## config.mk

```make
export PLATFORM = sky130hd
export DESIGN_NAME = fnn_sample_loader
export DESIGN_NICKNAME = d
export VERILOG_FILES = /design/src/rtl/fnn_pkg.sv /design/src/rtl/fnn_byte_assembler.sv /design/src/rtl/fnn_sample_loader.sv
export SDC_FILE = /design/constraint.sdc
export NUM_CORES = 1
export LEC_CHECK = 0
export BUFFER_PORTS_ARGS = -buffer_cell sky130_fd_sc_hd__buf_2
export CORE_AREA = 2 2 204 206
export CTS_BUF_LIST = sky130_fd_sc_hd__clkbuf_16
export CTS_CLUSTER_DIAMETER = 120
export DETAILED_ROUTE_END_ITERATION = 8
export DIE_AREA = 0 0 206 208
export HOLD_SLACK_MARGIN = 0.05
export PLACE_DENSITY = 0.8
export SLEW_MARGIN = 0
export SYNTH_ARGS = -nofsm -noshare
export SYNTH_HDL_FRONTEND = slang
export SYNTH_SLANG_ARGS = --single-unit
```

## constraint.sdc

```tcl
create_clock -name clk -period 21.1 [get_ports clk]
set_input_delay 2.11 -clock clk [delete_from_list [all_inputs] [get_ports clk]]
set_output_delay 2.11 -clock clk [all_outputs]
set_load 0.01 [all_outputs]
```

## src/rtl/fnn_pkg.sv

```systemverilog
// Shared defaults and FSM state type for the FNN sample loader.
package fnn_pkg;

    localparam int FNN_NUM_BYTES   = 62;
    localparam int FNN_ADDR_W      = 10;
    localparam int FNN_NUM_SAMPLES = 750;
    localparam int FNN_LABEL_MAX   = 9;

    typedef enum logic [2:0] {
        S_IDLE,
        S_COLLECT,
        S_LABEL,
        S_WRITE,
        S_DONE
    } loader_state_t;

endpackage

```

## src/rtl/fnn_byte_assembler.sv

```systemverilog
// Byte counter plus byte-indexed image register; byte k lands in bits [8k+7:8k].
// last_byte_o flags that the next accepted byte completes the image; counter wraps to 0 on it.
module fnn_byte_assembler
    import fnn_pkg::*;
#(
    parameter int NUM_BYTES = FNN_NUM_BYTES
) (
    input  logic                   clk,
    input  logic                   rst,
    input  logic                   clear_i,
    input  logic                   accept_i,
    input  logic [7:0]             byte_i,
    output logic [NUM_BYTES*8-1:0] image_o,
    output logic                   last_byte_o
);

    localparam int CNT_W = (NUM_BYTES > 1) ? $clog2(NUM_BYTES) : 1;

    logic [CNT_W-1:0]       cnt_q, cnt_d;
    logic [NUM_BYTES*8-1:0] image_q, image_d;

    assign last_byte_o = (cnt_q == CNT_W'(NUM_BYTES - 1));
    assign image_o     = image_q;

    always_comb begin
        cnt_d   = cnt_q;
        image_d = image_q;
        if (clear_i) begin
            cnt_d = '0;
        end else if (accept_i) begin
            image_d[int'(cnt_q)*8 +: 8] = byte_i;
            cnt_d = last_byte_o ? '0 : cnt_q + CNT_W'(1);
        end
    end

    always_ff @(posedge clk or posedge rst) begin
        if (rst) begin
            cnt_q   <= '0;
            image_q <= '0;
        end else begin
            cnt_q   <= cnt_d;
            image_q <= image_d;
        end
    end

endmodule

```

## src/rtl/fnn_sample_loader.sv

```systemverilog
// Streams NUM_BYTES image bytes + 1 label byte per sample and issues one memory write each (64 cycles/sample back-to-back).
// in_ready is registered from state only; FNN_LOADER_LABEL_CHECK_EN drops samples whose label byte exceeds 9 and sets sticky err.
module fnn_sample_loader
    import fnn_pkg::*;
#(
    parameter int NUM_BYTES   = FNN_NUM_BYTES,
    parameter int ADDR_W      = FNN_ADDR_W,
    parameter int NUM_SAMPLES = FNN_NUM_SAMPLES
) (
    input  logic                   clk,
    input  logic                   rst,
    input  logic                   start,
    input  logic                   in_valid,
    input  logic [7:0]             in_data,
    output logic                   in_ready,
    output logic                   mem_write,
    output logic [ADDR_W-1:0]      mem_adr,
    output logic [NUM_BYTES*8-1:0] data_wdata,
    output logic [3:0]             label_wdata,
    output logic                   busy,
    output logic                   done,
    output logic                   err
);

    loader_state_t     state_q;
    logic              in_ready_q;
    logic              mem_write_q;
    logic [ADDR_W-1:0] adr_q;
    logic [3:0]        label_q;
    logic              busy_q;
    logic              done_q;
    logic              err_q;

    logic accept;
    logic collect_accept;
    logic clear;
    logic last_byte;
    logic label_bad;

    assign accept         = in_valid & in_ready_q;
    assign collect_accept = accept & (state_q == S_COLLECT);
    assign clear          = start & ((state_q == S_IDLE) | (state_q == S_DONE));

`ifdef FNN_LOADER_LABEL_CHECK_EN
    assign label_bad = (in_data > 8'(FNN_LABEL_MAX));
`else
    assign label_bad = 1'b0;
`endif

    fnn_byte_assembler #(
        .NUM_BYTES (NUM_BYTES)
    ) u_asm (
        .clk         (clk),
        .rst         (rst),
        .clear_i     (clear),
        .accept_i    (collect_accept),
        .byte_i      (in_data),
        .image_o     (data_wdata),
        .last_byte_o (last_byte)
    );

    always_ff @(posedge clk or posedge rst) begin
        if (rst) begin
            state_q     <= S_IDLE;
            in_ready_q  <= 1'b0;
            mem_write_q <= 1'b0;
            adr_q       <= '0;
            label_q     <= '0;
            busy_q      <= 1'b0;
            done_q      <= 1'b0;
            err_q       <= 1'b0;
        end else begin
            mem_write_q <= 1'b0;
            case (state_q)
                S_IDLE, S_DONE: begin
                    if (start) begin
                        state_q    <= S_COLLECT;
                        adr_q      <= '0;
                        in_ready_q <= 1'b1;
                        busy_q     <= 1'b1;
                        done_q     <= 1'b0;
                        err_q      <= 1'b0;
                    end
                end
                S_COLLECT: begin
                    if (collect_accept && last_byte) begin
                        state_q <= S_LABEL;
                    end
                end
                S_LABEL: begin
                    // A rejected label leaves in_ready high: the next byte starts a fresh image at the same address.
                    if (accept) begin
                        if (label_bad) begin
                            err_q   <= 1'b1;
                            state_q <= S_COLLECT;
                        end else begin
                            label_q     <= in_data[3:0];
                            state_q     <= S_WRITE;
                            in_ready_q  <= 1'b0;
                            mem_write_q <= 1'b1;
                        end
                    end
                end
                S_WRITE: begin
                    if (adr_q == ADDR_W'(NUM_SAMPLES - 1)) begin
                        state_q <= S_DONE;
                        busy_q  <= 1'b0;
                        done_q  <= 1'b1;
                    end else begin
                        adr_q      <= adr_q + ADDR_W'(1);
                        state_q    <= S_COLLECT;
                        in_ready_q <= 1'b1;
                    end
                end
                default: begin
                    state_q    <= S_IDLE;
                    in_ready_q <= 1'b0;
                    busy_q     <= 1'b0;
                    done_q     <= 1'b0;
                end
            endcase
        end
    end

    assign in_ready    = in_ready_q;
    assign mem_write   = mem_write_q;
    assign mem_adr     = adr_q;
    assign label_wdata = label_q;
    assign busy        = busy_q;
    assign done        = done_q;
    assign err         = err_q;

endmodule
```

==> impl_results.md <==
* Initial Utilization at 53.31%
* Slowest CP cell: xor2_4
* Crit Path Max Fanout at 49
* # rows at 74
* Worst Skew at 0.01424 ns
* P&R area growth vs syn at 21.74%
* Global route overflow at 0
* Synthesized flop and latch total at roughly 520
* Yosys cell types at 59
* Vias at ~17000
* Post-synth top area cell: dfrtp_1
* Switching pwr at 0.001062 W
* Post-synthesis instance total at roughly 1800
* H-Tree Depth at 2
* CP Cell Sequence: nor3_2 -> xor2_4 -> buf_4 -> nand3_1 -> nand2b_1 -> mux2_1
* Clk slew on worst S/H paths at 0.06 ns
* Post-synthesis net count at 1773
* Worst setup SP type: flip-flop
* Crit. End Element: flip-flop
* Final ANT Viol Nets at 0
* Vias in the first global route at approximately 17000
* Placed inst area at 24650 um2
* Num CTS Buffers at between 50 and 60
* Post-synth top area share at 60.53%
* Fraction of layout cells with a size suffix above 1 at between 40% and 50%
* Max Cap Violations at 0
* Post-CTS sizing at 0
* Fin Setup TNS at 0 ns
* Multi-input gate area at 8043 um2
* Slowest stage delay, CP at approximately 0.8 ns
* Dominant synthesized flop cell: dfrtp_1
* TritonCTS clock tree: built
* CTS max path bufs at 3
* CP bufs+invs at 1
* DR vias/cell at 6.029
* Final setup viols at 0
* Die Height at 208 um
* Nets at 2251
* Slew margin rel. at around 16%
* Final Hold Fails at 0
* Gate power share at between 20% and 30%
* Setup repair bufs after CTS at 0
* Final Max Slew Viols at 0
* Cell Area, Synth at between 20000 and 25000 um2
* Leak at 14.17 nW
* Worst EP required at 21.57 ns
* Core ar. at 40550 um2
* Gpl congestion at 0.8839
* Syn avg cell area at 12.32 um2
* WL per Instance at 24.86 um
* Post-route clock period utilization at approximately a fifth
* EDFF count, synth at 0
* FMAX at 225.9 MHz
* Storage element area at about 13000 um2
* Antenna violations before repair at 2
* Leading cell types by count after synthesis: 523 x dfrtp_1, 319 x mux2_2, 240 x o21ai_0
* Final instance area at 26320 um2
* Register area share after synthesis at about three fifths
* Fill count at 3070
* Crit path DAT at 4.90 ns
* # clock sinks at 523
* Critical Setup Path Class: flip-flop to flip-flop
* Root Driver: clkbuf_16
* Min Tclk post-route at between 4 and 5 ns
* Kind of cell adding the most delay to the critical path: simple AND/OR/NAND/NOR gates
* First-pass GRT wire length at 105000 um
* Clock latency on the worst-skew pair at 0.59 ns
* Reg power frac at about two fifths
* Internal at 0.001816 W
* Final WL at 69840 um
* Yosys warning count at 0
* Clock power frac at between 30% and 40%
* Top-count cell post-synth: dfrtp_1
* RSZ-0062 raised after global routing: false
* Switch share at 36.91%
* Peak supply drop at 0.1231 mV
* Largest net degree at the start of global routing at around 190
* Number of remaining DRC errors at 0
* Drt pass-1 iters at 6
* Run status: finished clean
* Pwr dens at 109.4 nW/um2
* Boundary Pins at 527
* Worst min path class: flip-flop to flip-flop
* Die width at 206 um
* Port Buffers at 525
* Dpl hpwl at 48100 um
* Hold_buf cts at 0
* Synth top area cells: dfrtp_1 61%, mux2_2 17%, o21ai_0 5.6%
* Die area at 42850 um2
* Overall global routing resource usage at 32.25%
* Post-synth ARST share at 100.0%
* Worst-Margin Slew at 1.251 ns
* DRT iter0 DRCs at 1663
[tightest hold or removal path, stage by stage, from the launching register on]
cell and delay [ns]:
dfrtp_1 0.33, o21ai_1 0.06, o41ai_1 0.05
[logic make-up after synthesis]
kind of cell    Yosys count  share of synthesized area (%)
compound gates          367                          9.705
xor+xnor                 12                         0.5208
fa+ha+maj                 6                         0.3472
buf+inv                 138                          2.523
flops                   523                          60.53
mux                     344                          17.86
other cells               1                        0.01734
simple gates            364                          8.495
[state kept, by name, summed over array words and instances, names as in the netlist]
register       flops
u_asm.image_o    496
mem_adr           10
u_asm.cnt_q        6
label_wdata        4
state_q            3
busy               1
done               1
in_ready           1
mem_write          1
[layer usage]
metal	share of wire [%]	vias up	global-route usage (%)	wire [um]
met5	0	-	0	0
met4	4.7	0	14.56	3301
met3	9.1	190	7.049	6336
met2	49	940	51.99	33890
met1	38	8624	41.83	26300
li1	-	7182	-	-
[power groups by stage]
| stage | logic [W] | clock network [W] | registers, W |
|---|---|---|---|
| 2_1_floorplan | 0.000460 | 0 | 0.00118 |
| 3_3_place_gp | 0.000787 | 0 | 0.00116 |
| 3_5_place_dp | 0.000804 | 0 | 0.00116 |
| 4_1_cts | 0.000811 | 0.000924 | 0.00115 |
| 5_1_grt | 0.000873 | 0.000964 | 0.00115 |
| 6_report | 0.000818 | 0.000913 | 0.00115 |
[per-stage QoR]
stage          util, %  std cells  hold slack (ns)  total power (W)  worst slack [ns]
2_1_floorplan        -       1755           0.5215         0.001640             4.378
3_3_place_gp     60.78       2710           0.4674         0.001945             16.44
3_5_place_dp     60.78       2710           0.4685         0.001966             16.36
4_1_cts          64.90       2808           0.4831         0.002881             16.76
5_1_grt          64.90       2808           0.5025         0.002992             16.44
6_report         64.91       2809           0.4835         0.002878             16.67
[path summary, 6_finish.rpt]
kind | from | slack [ns] | end | depth (start not counted)
max | u_asm.cnt_q[2]$_DFFE_PP0P_ | 16.67 | u_asm.image_o[364]$_DFFE_PP0P_ | 6
max in group asynchronous | rst | 17.16 | u_asm.image_o[11]$_DFFE_PP0P_ | 4
min reg2reg | u_asm.image_o[489]$_DFFE_PP0P_ | 0.48 | u_asm.image_o[489]$_DFFE_PP0P_ | 2
min | u_asm.image_o[489]$_DFFE_PP0P_ | 0.48 | u_asm.image_o[489]$_DFFE_PP0P_ | 2
max reg2reg | u_asm.cnt_q[2]$_DFFE_PP0P_ | 16.67 | u_asm.image_o[364]$_DFFE_PP0P_ | 6
min in group asynchronous | rst | 1.69 | mem_adr[6]$_DFFE_PP0P_ | 2
[area by class of cell]
type	count	share of cell area, %
clock inverters	43	1.112
diodes	1	0.009507
multi-input cells	1094	30.56
inverters	17	0.2710
repair buffers	544	10.57
flip-flops and latches	523	49.72
clock buffers	55	5.229
well taps	532	2.529
[cell usage in the layout, fill, tap and decap left out, types with 4 or more instances in the layout]
cell type | Yosys | layout
bufinv_16 | 0 | 4
nor3_2 | 2 | 4
nor2_2 | 15 | 16
clkinv_2 | 0 | 13
nand2b_1 | 29 | 29
o21ai_0 | 240 | 240
buf_2 | 19 | 525
o211ai_1 | 5 | 5
o31ai_1 | 27 | 27
clkinv_1 | 0 | 16
buf_4 | 1 | 18
o41ai_1 | 33 | 33
mux2_2 | 319 | 319
nor2_1 | 88 | 87
nor2b_1 | 4 | 4
a21oi_1 | 10 | 9
dfrtp_1 | 523 | 523
clkbuf_16 | 0 | 55
inv_1 | 17 | 24
and3_1 | 10 | 10
mux2_1 | 15 | 15
nand2_1 | 91 | 91
and2_1 | 39 | 39
ha_1 | 6 | 6
nor3_1 | 26 | 24
nand3_1 | 27 | 26
or2_2 | 4 | 4
xor2_1 | 7 | 6
or3_1 | 6 | 6
mux2i_1 | 10 | 10
o21ai_1 | 34 | 34
Power figures use the tool's default switching activity.
